===== config.mk =====
export PLATFORM = sky130hd
export DESIGN_NAME = v_prbs_gen_132_flat
export DESIGN_NICKNAME = d
export VERILOG_FILES = /design/src/rtl/v_prbs_gen_132_if.sv /design/src/rtl/v_prbs_gen_132.sv /design/src/flat_wrapper.sv
export SDC_FILE = /design/constraint.sdc
export NUM_CORES = 1
export LEC_CHECK = 0
export CAP_MARGIN = 5
export CORE_MARGIN = 4
export CORE_UTILIZATION = 50
export DETAILED_ROUTE_END_ITERATION = 10
export PLACE_DENSITY = 0.79
export SYNTH_ARGS = -nofsm -noshare
export SYNTH_HDL_FRONTEND = slang
export SYNTH_SLANG_ARGS = --single-unit

===== constraint.sdc =====
create_clock -name clk -period 35 [get_ports clk]
set_input_delay 3.5 -clock clk [delete_from_list [all_inputs] [get_ports clk]]
set_output_delay 3.5 -clock clk [all_outputs]
set_load 0.05 [all_outputs]

===== src/rtl/v_prbs_gen_132_if.sv =====
// Handshake/data bundle for the PRBS31 burst generator.
// V_PRBS_GEN_ERR_INJ_EN adds the single-bit error-injection controls.
interface v_prbs_gen_132_if #(
  parameter int WIDTH = 132
);
  logic             start;
  logic [31:0]      num_words;
`ifdef V_PRBS_GEN_ERR_INJ_EN
  logic [31:0]      inj_word;
  logic [7:0]       inj_bit;
`endif
  logic [WIDTH-1:0] bit_tx;
  logic             tx_valid;
  logic [WIDTH-1:0] bit_ref;
  logic             ref_valid;
  logic             busy;
  logic             done;
  logic [31:0]      word_cnt;

  modport master (
    output start,
    output num_words,
`ifdef V_PRBS_GEN_ERR_INJ_EN
    output inj_word,
    output inj_bit,
`endif
    input  bit_tx,
    input  tx_valid,
    input  bit_ref,
    input  ref_valid,
    input  busy,
    input  done,
    input  word_cnt
  );

  modport slave (
    input  start,
    input  num_words,
`ifdef V_PRBS_GEN_ERR_INJ_EN
    input  inj_word,
    input  inj_bit,
`endif
    output bit_tx,
    output tx_valid,
    output bit_ref,
    output ref_valid,
    output busy,
    output done,
    output word_cnt
  );
endinterface


===== src/rtl/v_prbs_gen_132.sv =====
// PRBS31 (x^31+x^28+1) burst source: WIDTH bits per clock on bit_tx, REF_DELAY-delayed copy on bit_ref.
// Optional V_PRBS_GEN_ERR_INJ_EN flips one chosen bit of one chosen word on bit_tx only.
module v_prbs_gen_132 #(
  parameter int          WIDTH     = 132,
  parameter int          REF_DELAY = 2,
  parameter logic [30:0] SEED      = 31'h7FFFFFFF
) (
  input  logic               clk,
  input  logic               rst,
  v_prbs_gen_132_if.slave    bus
);

  localparam logic [30:0] LFSR_INIT  = (SEED == 31'd0) ? 31'h7FFFFFFF : SEED;
  localparam logic [4:0]  DRAIN_LAST = 5'(REF_DELAY - 1);

  typedef enum logic [1:0] {S_IDLE, S_RUN, S_DRAIN, S_DONE} state_t;

  state_t           r_state;
  state_t           w_state_next;
  logic [30:0]      r_lfsr;
  logic [30:0]      w_lfsr_next;
  logic [WIDTH-1:0] w_word;
  logic [31:0]      r_num_words;
  logic [31:0]      r_word_cnt;
  logic [4:0]       r_drain_cnt;
  logic [WIDTH-1:0] r_tx_word;
  logic             r_tx_valid;
  logic [WIDTH-1:0] r_ref_data [REF_DELAY];
  logic             r_ref_vld  [REF_DELAY];
  logic             w_last_word;

  // WIDTH serial LFSR steps unrolled; bit 0 is the earliest emitted bit
  always_comb begin
    logic [30:0] s;
    logic        n;
    s      = r_lfsr;
    w_word = '0;
    for (int k = 0; k < WIDTH; k++) begin
      n         = s[30] ^ s[27];
      w_word[k] = n;
      s         = {s[29:0], n};
    end
    w_lfsr_next = s;
  end

  assign w_last_word = (r_word_cnt == r_num_words - 32'd1);

  always_ff @(posedge clk or posedge rst) begin
    if (rst) r_state <= S_IDLE;
    else     r_state <= w_state_next;
  end

  always_comb begin
    w_state_next = r_state;
    case (r_state)
      S_IDLE:  if (bus.start) w_state_next = (bus.num_words != 32'd0) ? S_RUN : S_DONE;
      S_RUN:   if (w_last_word) w_state_next = S_DRAIN;
      S_DRAIN: if (r_drain_cnt == DRAIN_LAST) w_state_next = S_DONE;
      S_DONE:  w_state_next = S_IDLE;
      default: w_state_next = S_IDLE;
    endcase
  end

`ifdef V_PRBS_GEN_ERR_INJ_EN
  logic [31:0]      r_inj_word;
  logic [7:0]       r_inj_bit;
  logic [WIDTH-1:0] r_inj_mask;
  logic             w_inj_hit;

  assign w_inj_hit = (r_inj_word != 32'd0) && (r_word_cnt + 32'd1 == r_inj_word) &&
                     ({24'd0, r_inj_bit} < 32'(WIDTH));

  // Mask is registered beside the clean word so the reference path never sees it
  always_ff @(posedge clk or posedge rst) begin
    if (rst) begin
      r_inj_word <= '0;
      r_inj_bit  <= '0;
      r_inj_mask <= '0;
    end else begin
      if (r_state == S_IDLE && bus.start) begin
        r_inj_word <= bus.inj_word;
        r_inj_bit  <= bus.inj_bit;
      end
      if (r_state == S_RUN && w_inj_hit) r_inj_mask <= WIDTH'(1) << r_inj_bit;
      else                               r_inj_mask <= '0;
    end
  end

  assign bus.bit_tx = r_tx_word ^ r_inj_mask;
`else
  assign bus.bit_tx = r_tx_word;
`endif

  always_ff @(posedge clk or posedge rst) begin
    if (rst) begin
      r_lfsr      <= LFSR_INIT;
      r_num_words <= '0;
      r_word_cnt  <= '0;
      r_drain_cnt <= '0;
      r_tx_word   <= '0;
      r_tx_valid  <= 1'b0;
    end else begin
      case (r_state)
        S_IDLE: begin
          if (bus.start) begin
            r_num_words <= bus.num_words;
            r_word_cnt  <= '0;
            r_lfsr      <= LFSR_INIT;
          end
        end
        S_RUN: begin
          r_tx_word   <= w_word;
          r_tx_valid  <= 1'b1;
          r_word_cnt  <= r_word_cnt + 32'd1;
          r_lfsr      <= w_lfsr_next;
          r_drain_cnt <= '0;
        end
        S_DRAIN: begin
          r_tx_word   <= '0;
          r_tx_valid  <= 1'b0;
          r_drain_cnt <= r_drain_cnt + 5'd1;
        end
        default: ;
      endcase
    end
  end

  // Reference delay line runs freely; it flushes to zero between bursts
  always_ff @(posedge clk or posedge rst) begin
    if (rst) begin
      for (int i = 0; i < REF_DELAY; i++) begin
        r_ref_data[i] <= '0;
        r_ref_vld[i]  <= 1'b0;
      end
    end else begin
      r_ref_data[0] <= r_tx_word;
      r_ref_vld[0]  <= r_tx_valid;
      for (int i = 1; i < REF_DELAY; i++) begin
        r_ref_data[i] <= r_ref_data[i-1];
        r_ref_vld[i]  <= r_ref_vld[i-1];
      end
    end
  end

  assign bus.tx_valid  = r_tx_valid;
  assign bus.bit_ref   = r_ref_data[REF_DELAY-1];
  assign bus.ref_valid = r_ref_vld[REF_DELAY-1];
  assign bus.busy      = (r_state != S_IDLE);
  assign bus.done      = (r_state == S_DONE);
  assign bus.word_cnt  = r_word_cnt;

endmodule


===== src/flat_wrapper.sv =====
// flat-port wrapper written by rule: the top's interface ports become plain ports
module v_prbs_gen_132_flat 
#(
  parameter int          WIDTH     = 132,
  parameter int          REF_DELAY = 2,
  parameter logic [30:0] SEED      = 31'h7FFFFFFF
)
  (clk, rst, bus_start, bus_num_words, bus_bit_tx, bus_tx_valid, bus_bit_ref, bus_ref_valid, bus_busy, bus_done, bus_word_cnt);
  v_prbs_gen_132_if #(.WIDTH(WIDTH)) bus_i ();
  input  logic clk;
  input  logic rst;
  input wire logic [$bits(bus_i.start)-1:0] bus_start;
  input wire logic [$bits(bus_i.num_words)-1:0] bus_num_words;
  output wire logic [$bits(bus_i.bit_tx)-1:0] bus_bit_tx;
  output wire logic [$bits(bus_i.tx_valid)-1:0] bus_tx_valid;
  output wire logic [$bits(bus_i.bit_ref)-1:0] bus_bit_ref;
  output wire logic [$bits(bus_i.ref_valid)-1:0] bus_ref_valid;
  output wire logic [$bits(bus_i.busy)-1:0] bus_busy;
  output wire logic [$bits(bus_i.done)-1:0] bus_done;
  output wire logic [$bits(bus_i.word_cnt)-1:0] bus_word_cnt;
  assign bus_i.start = bus_start;
  assign bus_i.num_words = bus_num_words;
  assign bus_bit_tx = bus_i.bit_tx;
  assign bus_tx_valid = bus_i.tx_valid;
  assign bus_bit_ref = bus_i.bit_ref;
  assign bus_ref_valid = bus_i.ref_valid;
  assign bus_busy = bus_i.busy;
  assign bus_done = bus_i.done;
  assign bus_word_cnt = bus_i.word_cnt;
  v_prbs_gen_132 #(.WIDTH(WIDTH), .REF_DELAY(REF_DELAY), .SEED(SEED)) u_core (.clk(clk), .rst(rst), .bus(bus_i));
endmodule

* Word-level counts from Yosys, hierarchy flattened
Index checks and enable logic that the tools add are counted.
** Operators by class
- Add/subtract/negate cells :: 3
- Multipliers :: 0
- Div/mod/pow operators :: 0
- Order comparisons :: 0
- Eq/ne operators :: 8
- Shift-type cells :: 0
- Muxes and demuxes :: 12
- Bitwise operators :: 132
- Reductions and logical operators :: 8
** Operator list (count)
- one-hot mux 132 bit (2 select lines) :: 1
- XOR 1 bit :: 132
- one-hot mux 32 bit (2 select lines) :: 1
- one-hot mux 31 bit (2 select lines) :: 1
- adder 32 x 1 -> 32 bit (second input constant) :: 1
- equality test 32 bit :: 1
- two-way mux 32 bit :: 1
- nonzero test 32 bit :: 1
- subtractor 32 x 1 -> 32 bit (second input constant) :: 1
- two-way mux 31 bit :: 1
- one-hot mux 5 bit (2 select lines) :: 1
- two-way mux 2 bit :: 4
- one-hot mux 2 bit (4 select lines) :: 1
- nonzero test 2 bit :: 3
- adder 5 x 1 -> 5 bit (second input constant) :: 1
- equality test 5 x 1 -> 1 bit (second input constant) :: 1
- equality test 2 bit (second input constant) :: 2
- != test 2 x 1 -> 1 bit (second input constant) :: 2
- AND reduction 2 bit :: 2
- AND reduction 3 bit :: 1
- equality test 2 x 1 -> 1 bit (second input constant) :: 1
- zero test 2 bit :: 1
- != test 2 bit (second input constant) :: 1
- one-hot mux 1 bit (2 select lines) :: 1
** Word-level totals
- Flip-flop bits (word level) :: 501
- Latch bits :: 0
- RAM bits :: 0
- Memory bits (read-only) :: 0
- Output and inout port bits :: 300
- Memories :: 0

* Logic depth before layout (Yosys ltp)
Gate-level depths: netlist (run 1).
- Depth in word-level cells :: 6
- Mapped depth :: 11
- Depth with buffers taken out :: 10

* Least setup slack after synthesis (run 1)
Ideal clock, no wire load.
- Path kind :: input -> register
- Start point :: in bus_start
- End point :: reg u_core.r_word_cnt[27] (netlist: u_core.bus.word_cnt[27])
- Arrival :: 5.072 ns
- Data required time :: 34.922 ns
- Path slack :: 29.850 ns
- Stages on the path :: 7
- Buffers on the path :: 0
- Path through :: mux2_2 nand3_1 nor4_1 and2_1 nand3_1 or3_1 a21oi_1
** On the way
- Cells in the longest elaborated chain, start to end :: 2
** Ends and longest elaborated chain
- start: declaration :: RTL line flat_wrapper.sv:12 : input wire logic [$bits(bus_i.start)-1:0] bus_start;
- != test 2 bit (no source line)
- AND reduction 2 bit (no source line)
- end signal: assignment :: RTL line v_prbs_gen_132.sv:114 : r_word_cnt <= r_word_cnt + 32'd1;
- end: declaration :: RTL line v_prbs_gen_132.sv:24 : logic [31:0] r_word_cnt;
No other way between the ends.
A chain may end at the register's enable or synchronous reset.

* Worst setup path after layout (run 1)
- Start point :: in bus_start
- End point :: reg u_core.r_word_cnt[26] (netlist: u_core.bus.word_cnt[26])
Same word-level chain as after synthesis.

==> flow_metrics.tcl, run 1 <==
set metrics [dict create \
    cp_cell_sequence "clkdlybuf4s50_1 -> mux2_2 -> nand4_1 -> nor4_2 -> nand4_1 -> or3_1 -> a21oi_1" \
    numClockSinks 501 \
    drive_above_1_share_pct 10.3 \
    async_flop_share_pct 100 \
    ys_ff_latch 501 \
    leakage_nw 10.8 \
    cts_buffers 49 \
    rsz0062_at_grt "no" \
    cts_root_buffer "clkbuf_16" \
    finalSetupViolations 0 \
    rows 71 \
    worstMarginPinSlew_ns 1.18 \
    cp_num_buf_inv 1 \
    synth_warnings 0 \
    cts.clk_slew.worst_paths_ns 0.06 \
    die_h_um 203 \
    p_sw_share_pct 20.6 \
    fin_crit_ns 6.01 \
    ctsResizeCount 0 \
    drt_iter0_markers 769 \
    dpl.hpwl_mm 33.1 \
    cts_buffer_depth 3 \
    sequentialPowerShare_pct 50.7 \
    ios 335 \
    setup_tns_ns 0 \
    multi_input_comb_area_um2 5140 \
    crit_family "simple AND/OR/NAND/NOR gates" \
    nets 1640 \
    slew_violations 0 \
    grt-ovfl-total 0 \
    hold_slack_ns 0.329 \
    ctsHoldBuffers 0 \
    grtUsageTotal_pct 23.0 \
    hold_violations 0 \
    syn-mean-instance-area_um2 13.4 \
    cp.required_ns 35.52 \
    max-vdd-ir-drop_mv 0.0386 \
    outcome "complete, no violations" \
    synth_edf_count 0 \
    powerDensity_nw_per_um2 48.5 \
    synthTopCellsByArea "dfrtp_1 62%, xnor2_1 5.4%, buf_4 5.2%" \
    clkPwrFrac_pct 47.9 \
    post_cts_buffers 0 \
    max_freq_mhz 166 \
    maxCapViolations 0 \
    synth_ff_type "dfrtp_1" \
    htree_levels 2 \
    critical_path_class "primary input to flop" \
    cts_tree "yes" \
    grt_start_max_net_pins 144 \
    grt_pass1_wl_mm 73.7 \
    cp_max_fo 37 \
    die_w_um 203 \
    clkLatencyLatePin_ns 0.60 \
    syn_inst 1419 \
    synth_top_area_share_pct 61.6 \
    path_common_cell "nand4_1" \
    synth_top_cell_by_area "dfrtp_1" \
    area_growth_pct 23.4 \
    cell_internal_pwr_w 0.000907 \
    core_area_um2 37700 \
    slowest_stage "mux2_2" \
    cp.arrival_ns 6.53 \
    gp_congestion 0.845 \
    start_kind "primary input" \
    first_global_vias 11918 \
    utilization_pct 62.5 \
    endpoint_kind "flop" \
    syn_area_um2 19100 \
    ant_nets 0 \
    ff_latch_area_um2 12600 \
    vias 11520 \
    ys_seq_area_share_pct 65.9 \
    p_comb_share_pct 1.4 \
    yosysUniqueCellTypes 57 \
    skew_ns 0.0263 \
    antenna_found_initial 0 \
    wl_per_cell_um 22.1 \
    vias_per_cell 5.37 \
    p_switching_w 0.000235 \
    io_buffers 334 \
    fin_crit_sh_pct 17.2 \
    hold_path_class "flop to flop" \
    num-fill-cells 2823 \
    initial_core_util_pct 50.7 \
    dr.pass1.iters 5 \
    die_area_um2 41400 \
    syn-num-nets 1462 \
    slowest_delay_ns 0.68 \
    routed_wl_mm 47.4 \
    relSlewSlack_pct 20.8 \
    drc 0 \
]
cell type report:
| cell class | count | area share, % |
|---|---|---|
| timing repair buffer | 344 | 14.5 |
| clock buffer | 71 | 6.07 |
| clock inverter | 18 | 1.16 |
| inverter | 17 | 0.313 |
| tap | 511 | 2.71 |
| sequential | 501 | 53.4 |
| multi-input combinational | 684 | 21.8 |
| antenna | 1 | 0.0106 |
path summary, 6_finish.rpt:
| path | startpoint | endpoint | slack (ns) | depth (start not counted) |
|---|---|---|---|---|
| min in group asynchronous | rst | u_core.bus.bit_ref[5]$_DFF_PP0_ | 3.47 | 2 |
| max in group asynchronous | rst | u_core.bus.word_cnt[25]$_DFFE_PP0P_ | 29.22 | 4 |
| setup reg to reg | u_core.r_state[1]$_DFFE_PP0P_ | u_core.bus.word_cnt[26]$_DFFE_PP0P_ | 31.53 | 8 |
| hold / removal | u_core.r_ref_data[187]$_DFF_PP0_ | u_core.bus.bit_ref[55]$_DFF_PP0_ | 0.33 | 0 |
| setup / recovery | bus_start | u_core.bus.word_cnt[26]$_DFFE_PP0P_ | 28.99 | 7 |
| hold reg to reg | u_core.r_ref_data[187]$_DFF_PP0_ | u_core.bus.bit_ref[55]$_DFF_PP0_ | 0.33 | 0 |
sequential cells by signal (all words and copies together) (netlist names):
name,flops
u_core.r_ref_vld,1
u_core.bus.word_cnt,32
u_core.r_num_words,32
u_core.bus.bit_ref,132
u_core.bus.ref_valid,1
u_core.r_ref_data,132
u_core.r_state,2
u_core.r_drain_cnt,5
u_core.r_lfsr,31
u_core.bus.tx_valid,1
u_core.bus.bit_tx,132
power groups by stage:
stage	clock [W]	combinational (W)	sequential (W)
2_1_floorplan	0	0.00000854	0.000590
3_3_place_gp	0	0.0000163	0.000590
3_5_place_dp	0	0.0000167	0.000590
4_1_cts	0.000556	0.0000167	0.000579
5_1_grt	0.000582	0.0000186	0.000579
6_report	0.000547	0.0000159	0.000579
kinds of logic after synthesis:
logic type      synth area share, %
fa+ha+maj                     0.525
flops                          65.9
mux                            2.35
simple gates                   6.18
xor+xnor                       9.18
buf+inv                        7.23
compound gates                 8.65
layout by cell type (no fill, tap or decap), types with 14 or more instances in the layout:
| cell | Yosys | routed |
|---|---|---|
| dfrtp_1 | 470 | 470 |
| clkdlybuf4s50_1 | 0 | 334 |
| xnor2_1 | 118 | 118 |
| o2bb2ai_1 | 90 | 90 |
| xor2_1 | 82 | 82 |
| nor2_1 | 73 | 72 |
| clkbuf_16 | 0 | 49 |
| a22o_1 | 45 | 45 |
| a21oi_1 | 41 | 41 |
| mux2_2 | 34 | 34 |
| nand2_1 | 31 | 31 |
| dfstp_2 | 31 | 31 |
| nand3_1 | 22 | 22 |
| o21ai_0 | 19 | 19 |
| nor4_1 | 16 | 16 |
| inv_1 | 17 | 15 |
| nand4_1 | 14 | 14 |
cells in the mapped netlist (3+ instances only):
master       n
dfrtp_1    470
or3_1       11
nor4_2       3
nor4_1      16
buf_4      132
nand3b_1     3
inv_1       17
nor2_1      73
a22o_1      45
or4_1        4
mux2_2      34
dfstp_2     31
mux2i_1      5
xnor2_1    118
nand2_1     31
nand4_1     14
nor3_1      12
ha_1         8
o2bb2ai_1   90
buf_1        8
and3_1       5
o21ai_0     19
xor2_1      82
nand2b_1     6
nand3_1     22
clkbuf_1    73
a21oi_1     41
buf_2        4
nor4b_1      3
metrics by stage:
stage | instance area (µm²) | worst slack, ns | instances | total power [W]
floorplan | 19100 | 17.56 | 1419 | 0.000599
global placement | 21900 | 28.51 | 2057 | 0.000606
detailed placement | 21900 | 28.41 | 2057 | 0.000607
CTS | 23600 | 29.03 | 2146 | 0.00115
global route | 23600 | 28.74 | 2146 | 0.00118
finish | 23600 | 28.99 | 2147 | 0.00114
layer usage:
layer / part of all wire [%] / vias to the layer above / global-route usage (%)
li1: - / 5069 / -
met1: 42 / 5952 / 31.7
met2: 49 / 438 / 37.6
met3: 7.0 / 61 / 5.01
met4: 2.2 / 0 / 6.41
met5: 0 / - / 0
No activity file was read; power rests on OpenSTA's default activity.
==> inputs of run 2 (changes only) <==
clock period = 5.6 ns   (was 35 ns; I/O delays follow)
==> run 2 against run 1 <==
Against the previous run: clock power grew to 6.5 times the previous value; die area stayed put; clock-buffer cell count is 2 higher; sequential share of layout area is 0.26 points lower; worst hold slack better by 0.017 ns; register-to-register slack worse by 29 ns; cell area is 0.49% higher; via count is 0.17% lower; largest cell class unchanged.
==> flow_metrics.tcl, run 2 (same netlist as run 1, synthesis figures left out) <==
set metrics [dict create \
    outcome "complete, no violations" \
    cp_max_fo 37 \
    setup_tns_ns 0 \
    ff_latch_area_um2 12600 \
    start_kind "flop" \
    p_comb_share_pct 1.4 \
    drive_above_1_share_pct 10.3 \
    dpl.hpwl_mm 33.5 \
    vias 11500 \
    drc 0 \
    p_sw_share_pct 20.1 \
    sequentialPowerShare_pct 49.7 \
    ctsHoldBuffers 0 \
    final_cell_mix "470 x dfrtp_1, 334 x clkdlybuf4s50_1, 118 x xnor2_1" \
    antenna_found_initial 0 \
    worstMarginPinSlew_ns 1.22 \
    drt_iter0_markers 700 \
    multi_input_comb_area_um2 5140 \
    met2_usage_pct 38.0 \
    max_freq_mhz 294 \
    grt-ovfl-total 0 \
    ios 335 \
    endpoint_kind "flop" \
    fin_crit_ns 3.40 \
    grt_pass1_wl_mm 74.6 \
    cts.clk_slew.worst_paths_ns 0.06 \
    grtUsageTotal_pct 23.3 \
    final_common_cell "dfrtp_1" \
    maxCapViolations 0 \
    relSlewSlack_pct 18.4 \
    hold_slack_ns 0.346 \
    grt_start_max_net_pins 115 \
    hold_violations 0 \
    die_area_um2 41400 \
    cts_root_buffer "clkbuf_16" \
    skew_ns 0.0203 \
    hold_path_class "flop to flop" \
    gp_congestion 0.872 \
    area_growth_pct 24.0 \
    ant_nets 0 \
    cell_internal_pwr_w 0.00582 \
    dr.pass1.iters 5 \
    antenna_cells 0 \
    first_global_vias 12178 \
    vias_per_cell 5.35 \
    core_area_um2 37700 \
    met3_usage_pct 5.23 \
    clkPwrFrac_pct 48.9 \
    ff2ff_path_depth 8 \
    met1_usage_pct 31.3 \
    io_buffers 334 \
    slew_violations 0 \
    cp.arrival_ns 3.92 \
    p_switching_w 0.00147 \
    numClockSinks 501 \
    cts_buffers 50 \
    cts_buffer_depth 3 \
    clkLatencyLatePin_ns 0.60 \
    leakage_nw 10.8 \
    cp.required_ns 6.11 \
    ctsResizeCount 0 \
    die_w_um 203 \
    wl_per_cell_um 22.5 \
    nets 1642 \
    powerDensity_nw_per_um2 308 \
    htree_levels 2 \
    hold_path_depth 0 \
    max-vdd-ir-drop_mv 0.235 \
    die_h_um 203 \
    initial_core_util_pct 50.7 \
    routed_wl_mm 48.4 \
    post_cts_buffers 0 \
    rows 71 \
    num-fill-cells 2772 \
    cts_tree "yes" \
    top_usage_layer "met2" \
    critical_path_class "flop to flop" \
    rsz0062_at_grt "no" \
    fin_crit_sh_pct 60.8 \
    finalSetupViolations 0 \
]
## run 2: changes by cell type in the layout (fill, tap and decap cells not counted), sizes merged
| cell | before | now |
|---|---|---|
| inv | 21 | 19 |
| clkinv | 7 | 6 |
| buf | 10 | 11 |
| bufinv | 5 | 8 |
| diode | 1 | 0 |
| clkinvlp | 2 | 1 |
| clkbuf | 71 | 73 |
## run 2: layout make-up
type	instances	share of cell area, %
Inverter	17	0.296
Clock buffer	73	6.12
Sequential cell	501	53.1
Multi-Input combinational cell	684	21.7
Timing Repair Buffer	345	14.6
Clock inverter	17	1.40
Tap cell	511	2.70
## run 2: worst paths after layout
kind,startpoint,to,slack (ns)
max,u_core.r_state[1]$_DFFE_PP0P_,u_core.bus.word_cnt[30]$_DFFE_PP0P_,2.20
min,u_core.r_ref_data[250]$_DFF_PP0_,u_core.bus.bit_ref[118]$_DFF_PP0_,0.35
max reg2reg,u_core.r_state[1]$_DFFE_PP0P_,u_core.bus.word_cnt[30]$_DFFE_PP0P_,2.20
min reg2reg,u_core.r_ref_data[250]$_DFF_PP0_,u_core.bus.bit_ref[118]$_DFF_PP0_,0.35
max in group asynchronous,rst,u_core.r_ref_data[243]$_DFF_PP0_,3.65
min in group asynchronous,rst,u_core.bus.bit_ref[65]$_DFF_PP0_,0.45
## run 2: power by group through the flow
stage	logic [W]	registers [W]	clock network [W]
floorplan	0.0000538	0.00369	0
global placement	0.000106	0.00369	0
detailed placement	0.000108	0.00369	0
CTS	0.000109	0.00362	0.00363
global route	0.000120	0.00362	0.00378
finish	0.000103	0.00362	0.00356
## run 2: routing by layer
metal | vias to the layer above | part of all wire, %
met5 | - | 0
met4 | 0 | 3.1
met3 | 91 | 7.8
met2 | 476 | 48
met1 | 5885 | 41
li1 | 5048 | -
## run 2: through the flow
stage	area [µm²]	setup slack, ns	total power, W	cells	utilization, %
floorplan	19100	-1.73	0.00374	1419	-
global placement	21900	2.15	0.00379	2058	58.1
detailed placement	21900	2.00	0.00379	2058	58.1
CTS	23700	2.20	0.00736	2148	62.8
global route	23700	1.91	0.00752	2148	62.8
finish	23700	2.20	0.00729	2148	62.8
## run 2: critical path: stages, from the launching register on
cell and delay, ns:
dfrtp_1 0.42, inv_1 0.11, ha_1 0.29, mux2_2 0.70
nand4_1 0.42, nor4_2 0.48, nand4_1 0.31, or3_1 0.40
a21oi_1 0.17
